### src/rtl/meminf_pkg.sv
// Shared memory-bus types: request/response payloads and arbiter port-ID definitions.
package meminf;

    localparam int unsigned XLEN                 = 32;
    localparam int unsigned MEMBUS_DATA_W        = 32;
    localparam int unsigned MEMBUS_ARB_MAX_PORTS = 8;

    // Wide enough to name any of MEMBUS_ARB_MAX_PORTS requesters
    typedef logic [2:0] MemBusPortId;

    typedef struct packed {
        logic [XLEN-1:0]          addr;
        logic                     wen;
        logic [MEMBUS_DATA_W-1:0] wdata;
    } MemBusReq;

    typedef struct packed {
        logic                     error;
        logic [XLEN-1:0]          addr;
        logic [MEMBUS_DATA_W-1:0] rdata;
    } MemBusResp;

endpackage

### src/rtl/membus_id_fifo.sv
// In-order FIFO of requester IDs for issued-but-unanswered memory requests.
module membus_id_fifo #(
    parameter int unsigned DEPTH = 4,
    parameter int unsigned ID_W  = 1,
    localparam int unsigned CW   = $clog2(DEPTH + 1),
    localparam int unsigned AW   = $clog2(DEPTH)
) (
    input  logic            clk,
    input  logic            rst_n,
    input  logic            push,
    input  logic [ID_W-1:0] push_id,
    input  logic            pop,
    output logic [ID_W-1:0] head,
    output logic [CW-1:0]   count,
    output logic            full,
    output logic            empty
);

    logic [ID_W-1:0] mem_q [DEPTH];
    logic [AW-1:0]   wr_ptr_q, wr_ptr_d;
    logic [AW-1:0]   rd_ptr_q, rd_ptr_d;
    logic [CW-1:0]   count_q,  count_d;
    logic            do_push_c, do_pop_c;

    assign full  = (count_q == CW'(DEPTH));
    assign empty = (count_q == '0);
    assign count = count_q;
    assign head  = mem_q[rd_ptr_q];

    // Qualify push/pop; pointers wrap naturally since DEPTH is a power of two
    always_comb begin
        do_push_c = push && !full;
        do_pop_c  = pop && !empty;
        wr_ptr_d  = wr_ptr_q;
        rd_ptr_d  = rd_ptr_q;
        count_d   = count_q;
        if (do_push_c) wr_ptr_d = wr_ptr_q + AW'(1);
        if (do_pop_c)  rd_ptr_d = rd_ptr_q + AW'(1);
        if (do_push_c && !do_pop_c)      count_d = count_q + CW'(1);
        else if (!do_push_c && do_pop_c) count_d = count_q - CW'(1);
    end

    // Pointer and occupancy registers
    always_ff @(posedge clk or negedge rst_n) begin
        if (!rst_n) begin
            wr_ptr_q <= '0;
            rd_ptr_q <= '0;
            count_q  <= '0;
        end else begin
            wr_ptr_q <= wr_ptr_d;
            rd_ptr_q <= rd_ptr_d;
            count_q  <= count_d;
        end
    end

    // Storage needs no reset: entries are only read when count says they are valid
    always_ff @(posedge clk) begin
        if (do_push_c) mem_q[wr_ptr_q] <= push_id;
    end

endmodule

### src/rtl/membus_arbiter.sv
// N-to-1 memory-bus arbiter with request locking and in-order response routing.
// Build option: define MEMBUS_ARB_ROUND_ROBIN_EN for round-robin priority;
// otherwise fixed priority with port 0 highest.
module membus_arbiter
    import meminf::*;
#(
    parameter int unsigned NUM_PORTS = 2,
    parameter int unsigned DEPTH     = 4,
    localparam int unsigned CW       = $clog2(DEPTH + 1),
    localparam int unsigned PW       = (NUM_PORTS > 1) ? $clog2(NUM_PORTS) : 1
) (
    input  logic                                      clk,
    input  logic                                      reset_n,
    input  logic [NUM_PORTS-1:0]                      in_valid,
    output logic [NUM_PORTS-1:0]                      in_ready,
    input  logic [NUM_PORTS-1:0][XLEN-1:0]            in_addr,
    input  logic [NUM_PORTS-1:0]                      in_wen,
    input  logic [NUM_PORTS-1:0][MEMBUS_DATA_W-1:0]   in_wdata,
    output logic                                      out_valid,
    input  logic                                      out_ready,
    output logic [XLEN-1:0]                           out_addr,
    output logic                                      out_wen,
    output logic [MEMBUS_DATA_W-1:0]                  out_wdata,
    input  logic                                      out_resp_valid,
    input  logic                                      out_resp_error,
    input  logic [XLEN-1:0]                           out_resp_addr,
    input  logic [MEMBUS_DATA_W-1:0]                  out_resp_rdata,
    output logic [NUM_PORTS-1:0]                      in_resp_valid,
    output logic                                      in_resp_error,
    output logic [XLEN-1:0]                           in_resp_addr,
    output logic [MEMBUS_DATA_W-1:0]                  in_resp_rdata,
    output logic [CW-1:0]                             outstanding,
    output logic                                      spurious_resp
);

    logic [PW-1:0] prio_q, prio_d;
    logic          locked_q, locked_d;
    logic [PW-1:0] lock_port_q, lock_port_d;
    logic          spur_q, spur_d;

    logic [PW-1:0] grant_c;
    logic          found_c;
    logic          fire_c;
    logic          resp_hit_c;
    logic [PW-1:0] head_id;
    logic          fifo_full, fifo_empty;
    MemBusReq      sel_req_c;
    MemBusResp     resp_c;

    // Grant: locked port wins outright, else first valid port from the priority pointer
    always_comb begin
        int unsigned idx;
        grant_c = prio_q;
        found_c = 1'b0;
        idx     = 0;
        if (locked_q) begin
            grant_c = lock_port_q;
        end else begin
            for (int unsigned i = 0; i < NUM_PORTS; i++) begin
                idx = 32'(prio_q) + i;
                if (idx >= NUM_PORTS) idx = idx - NUM_PORTS;
                if (!found_c && in_valid[PW'(idx)]) begin
                    found_c = 1'b1;
                    grant_c = PW'(idx);
                end
            end
        end
    end

    // Downstream request path; ready is withheld when full so no port sees a phantom handshake
    always_comb begin
        sel_req_c = '{addr: in_addr[grant_c], wen: in_wen[grant_c], wdata: in_wdata[grant_c]};
        out_valid = reset_n && in_valid[grant_c] && !fifo_full;
        fire_c    = out_valid && out_ready;
        for (int unsigned p = 0; p < NUM_PORTS; p++) begin
            in_ready[p] = reset_n && out_ready && !fifo_full && (grant_c == PW'(p));
        end
    end

    assign out_addr  = sel_req_c.addr;
    assign out_wen   = sel_req_c.wen;
    assign out_wdata = sel_req_c.wdata;

    // Upstream response path: route valid to the oldest outstanding ID, broadcast payload
    always_comb begin
        resp_c     = '{error: out_resp_error, addr: out_resp_addr, rdata: out_resp_rdata};
        resp_hit_c = reset_n && out_resp_valid && !fifo_empty;
        for (int unsigned p = 0; p < NUM_PORTS; p++) begin
            in_resp_valid[p] = resp_hit_c && (head_id == PW'(p));
        end
    end

    assign in_resp_error = resp_c.error;
    assign in_resp_addr  = resp_c.addr;
    assign in_resp_rdata = resp_c.rdata;
    assign spurious_resp = spur_q;

    // Lock, priority and sticky-error next state
    always_comb begin
        locked_d    = locked_q;
        lock_port_d = lock_port_q;
        prio_d      = prio_q;
        spur_d      = spur_q || (out_resp_valid && fifo_empty);
        if (fire_c) begin
            locked_d = 1'b0;
`ifdef MEMBUS_ARB_ROUND_ROBIN_EN
            if (grant_c == PW'(NUM_PORTS - 1)) prio_d = '0;
            else                               prio_d = grant_c + PW'(1);
`endif
        end else if (out_valid) begin
            locked_d    = 1'b1;
            lock_port_d = grant_c;
        end else if (locked_q && !in_valid[lock_port_q]) begin
            locked_d = 1'b0;
        end
    end

    // Arbitration state registers
    always_ff @(posedge clk or negedge reset_n) begin
        if (!reset_n) begin
            prio_q      <= '0;
            locked_q    <= 1'b0;
            lock_port_q <= '0;
            spur_q      <= 1'b0;
        end else begin
            prio_q      <= prio_d;
            locked_q    <= locked_d;
            lock_port_q <= lock_port_d;
            spur_q      <= spur_d;
        end
    end

    membus_id_fifo #(
        .DEPTH (DEPTH),
        .ID_W  (PW)
    ) u_id_fifo (
        .clk     (clk),
        .rst_n   (reset_n),
        .push    (fire_c),
        .push_id (grant_c),
        .pop     (out_resp_valid),
        .head    (head_id),
        .count   (outstanding),
        .full    (fifo_full),
        .empty   (fifo_empty)
    );

endmodule

### config.mk
export PLATFORM = sky130hd
export DESIGN_NAME = membus_arbiter
export DESIGN_NICKNAME = d
export VERILOG_FILES = /design/src/rtl/meminf_pkg.sv /design/src/rtl/membus_id_fifo.sv /design/src/rtl/membus_arbiter.sv
export SDC_FILE = /design/constraint.sdc
export NUM_CORES = 1
export LEC_CHECK = 0
export CORE_AREA = 2 2 132 134
export DETAILED_ROUTE_END_ITERATION = 16
export DIE_AREA = 0 0 134 136
export GPL_ROUTABILITY_DRIVEN = 1
export PLACE_DENSITY = 0.53
export SYNTH_ARGS = -nofsm -noshare
export SYNTH_HDL_FRONTEND = slang
export SYNTH_SLANG_ARGS = --single-unit
### constraint.sdc
create_clock -name clk -period 2.45 [get_ports clk]
set_input_delay 0.245 -clock clk [delete_from_list [all_inputs] [get_ports clk]]
set_output_delay 0.245 -clock clk [all_outputs]
set_load 0.05 [all_outputs]
==> run metrics <==
status finished clean; Slowest-stage cell, CP clkdlybuf4s50_1; top cell family by delay on the critical path buffers and inverters; Total Power approximately 3 mW; Yosys reg bits 14; final setup vio count 0; most common cell in the synthesized netlist buf_4; gr ovfl total 0; Reg clk slew, reported paths roughly 0.050 ns; Synth Area in XOR/XNOR 2.602%; Area growth, synth to finish 92.38%; Synth Area in Simple Gates 6.134%; drt total wl between 7000 and 8000 µm; hold_buf cts 0; final worst-path cycle share 90.62%; Worst Slack Setup Final around 0.23 ns; adder-cell share of the synthesized area 4.089%; Critical Path End Type output port; clock root buffer master clkbuf_16; GRT Util Overall 7.337%; Worst Skew 0.002416 ns; Nets approximately 560; count of cell types in the netlist 30; setup bufs post-CTS 0; synthesized area 0.002019 mm²; num rows 48; vias in the first global route 1996; count of final hold-check violations 0; post-synthesis mux area share between 30 and 40%; IO Count 340; number of synthesized flops with an enable pin 4; H-tree depth reported by CTS 1; initial drt markers 37; Clock Tree Buf Depth 2; Final Critical Period between 2 and 2.5 ns; Worst-Skew Late Latency 0.24 ns; Placed Cells incl. Taps around 570; RSZ-0062 raised after global routing false; Yosys top cell area share 24.54%; Syn Nets 408; ratio of cells with drive above 1 in the final layout 34.77%; main combinational cell family by area after synthesis multiplexers; Post-CTS Resized 0; GPL Wtd Cong approximately 0.71; largest net degree at the start of global routing 42; Achievable Freq 0.4504 GHz; relative slew slack between 60% and 70%; Place WS between 0.09 and 0.1 ns; top_reg_cell synth dfrtp_1; peak supply drop slightly above 0.7 mV; Critical Path Max Stage Delay roughly 0.5 ns; critical path class in2out; crit-path cells clkdlybuf4s50_1 -> nor2_1 -> a22oi_2 -> buf_12 -> mux2_2 -> buf_4; hpwl dp around 6600 µm; core area between 0.015 and 0.02 mm²; fill cell count 1808; initial antenna violation count 0; Slew Limit Fails 0; Layout Cells excl Fill ~570; drt pass-1 iters 3; fraction of registers with async set or reset after synthesis a little under three quarters; Routed wire per std cell 13.46 µm; Area contributors post-synth buf_4 (25%), mux2_2 (21%), mux2_1 (16%), dfrtp_1 (12%), edfxtp_1 (5.9%); Bufs and invs on worst path 3; CP Max Fanout 41; port bufs approximately 210; max cap viols 0; Synth Warn # 0; # clock sinks 14; top post-synthesis cells by count buf_4 (66), mux2_2 (38), mux2_1 (29); leading area contributor after synthesis buf_4; Arr. time, crit path 1.98 ns; CTS tree built; Initial Utilization 11.97%; leakage power around 1.6 nW; ant diodes 0; die height 136 µm; synthesized area per cell 10.05 µm²; die width 134 µm; CP required 2.20 ns; Setup crit start kind input pin; full die area 0.01822 mm²; Tightest Pin Transition 0.4962 ns; register area share after synthesis 18.34%; Via Count just under 2000; Via density ~3.4; setup_tns 0 ns; Synth Instances 201; total CTS buffers 3; complex-gate fraction of the synthesized area 2.478%; Hold Path Class in2async; power per cell area around 770 mW/mm²; post-route ant nets 0; first-pass GRT wire length approximately 11000 µm; drc violations 0
[flip-flops by register name, indices dropped and copies added, names as in the netlist]
signal,flops
u_id_fifo.wr_ptr_q,2
u_id_fifo.mem_q,4
u_id_fifo.count,3
locked_q,1
spurious_resp,1
u_id_fifo.rd_ptr_q,2
lock_port_q,1
[per-stage QoR]
stage / util (%) / hold WS (ns) / instance area, µm²
CTS: 23.02 / 0.4218 / 3885
floorplan: - / -0.05059 / 2019
detailed placement: 22.55 / 0.4526 / 3806
global route: 23.02 / 0.4193 / 3885
global placement: 22.55 / 0.4412 / 3806
finish: 23.02 / 0.3888 / 3885
[layer usage]
| layer | vias up | share of wire [%] | global-route usage, % |
|---|---|---|---|
| li1 | 918 | - | - |
| met1 | 890 | 38 | 8.346 |
| met2 | 126 | 48 | 12.71 |
| met3 | 17 | 12 | 2.871 |
| met4 | 0 | 1.6 | 2.187 |
| met5 | - | 0 | 0 |
[final cells by class]
class	instances	area, µm²	share of cell area [%]
repair buffers	215	2049	52.75
multi-input cells	110	1086	27.95
flip-flops and latches	14	370.4	9.533
well taps	225	281.5	7.246
clock buffers	3	75.07	1.932
inverters	5	18.77	0.4831
clock inverters	1	3.754	0.09662
[power breakdown]
part / internal, mW / switching [mW]
Clock: 0.216 / 0.0958
Sequential: 0.336 / 0.0988
Combinational: 0.920 / 1.32
[worst paths after layout]
check / from / end / slack, ns / cells after the start
max: in_valid[0] / out_wdata[29] / 0.23 / 6
min: reset_n / u_id_fifo.count[0]$_DFFE_PN0P_ / 0.39 / 2
max reg2reg: u_id_fifo.count[1]$_DFFE_PN0P_ / u_id_fifo.count[1]$_DFFE_PN0P_ / 0.32 / 7
min reg2reg: spurious_resp$_DFF_PN0_ / spurious_resp$_DFF_PN0_ / 0.46 / 1
max in group asynchronous: reset_n / u_id_fifo.rd_ptr_q[1]$_DFFE_PN0P_ / 1.91 / 2
min in group clk: spurious_resp$_DFF_PN0_ / spurious_resp$_DFF_PN0_ / 0.46 / 1
[cells by family (layout without fill, tap and decap cells)]
group,Yosys count,in the layout
compound gates,6,6
xor+xnor,6,6
fa+ha+maj,6,6
buf+inv,77,224
flops,14,14
mux,68,68
simple gates,24,24
[layout by cell type (no fill, tap or decap), types with 3 or more instances in the layout]
master,Yosys,final
and2_1,4,4
buf_12,0,7
buf_4,66,69
clkbuf_16,0,3
clkdlybuf4s50_1,0,139
dfrtp_1,10,10
edfxtp_1,4,4
ha_1,5,5
inv_1,5,5
mux2_1,29,29
mux2_2,38,38
nand2_1,4,4
nor2_1,7,7
xnor2_1,3,3
xor2_1,3,3
No activity file was read; power rests on OpenSTA's default activity.
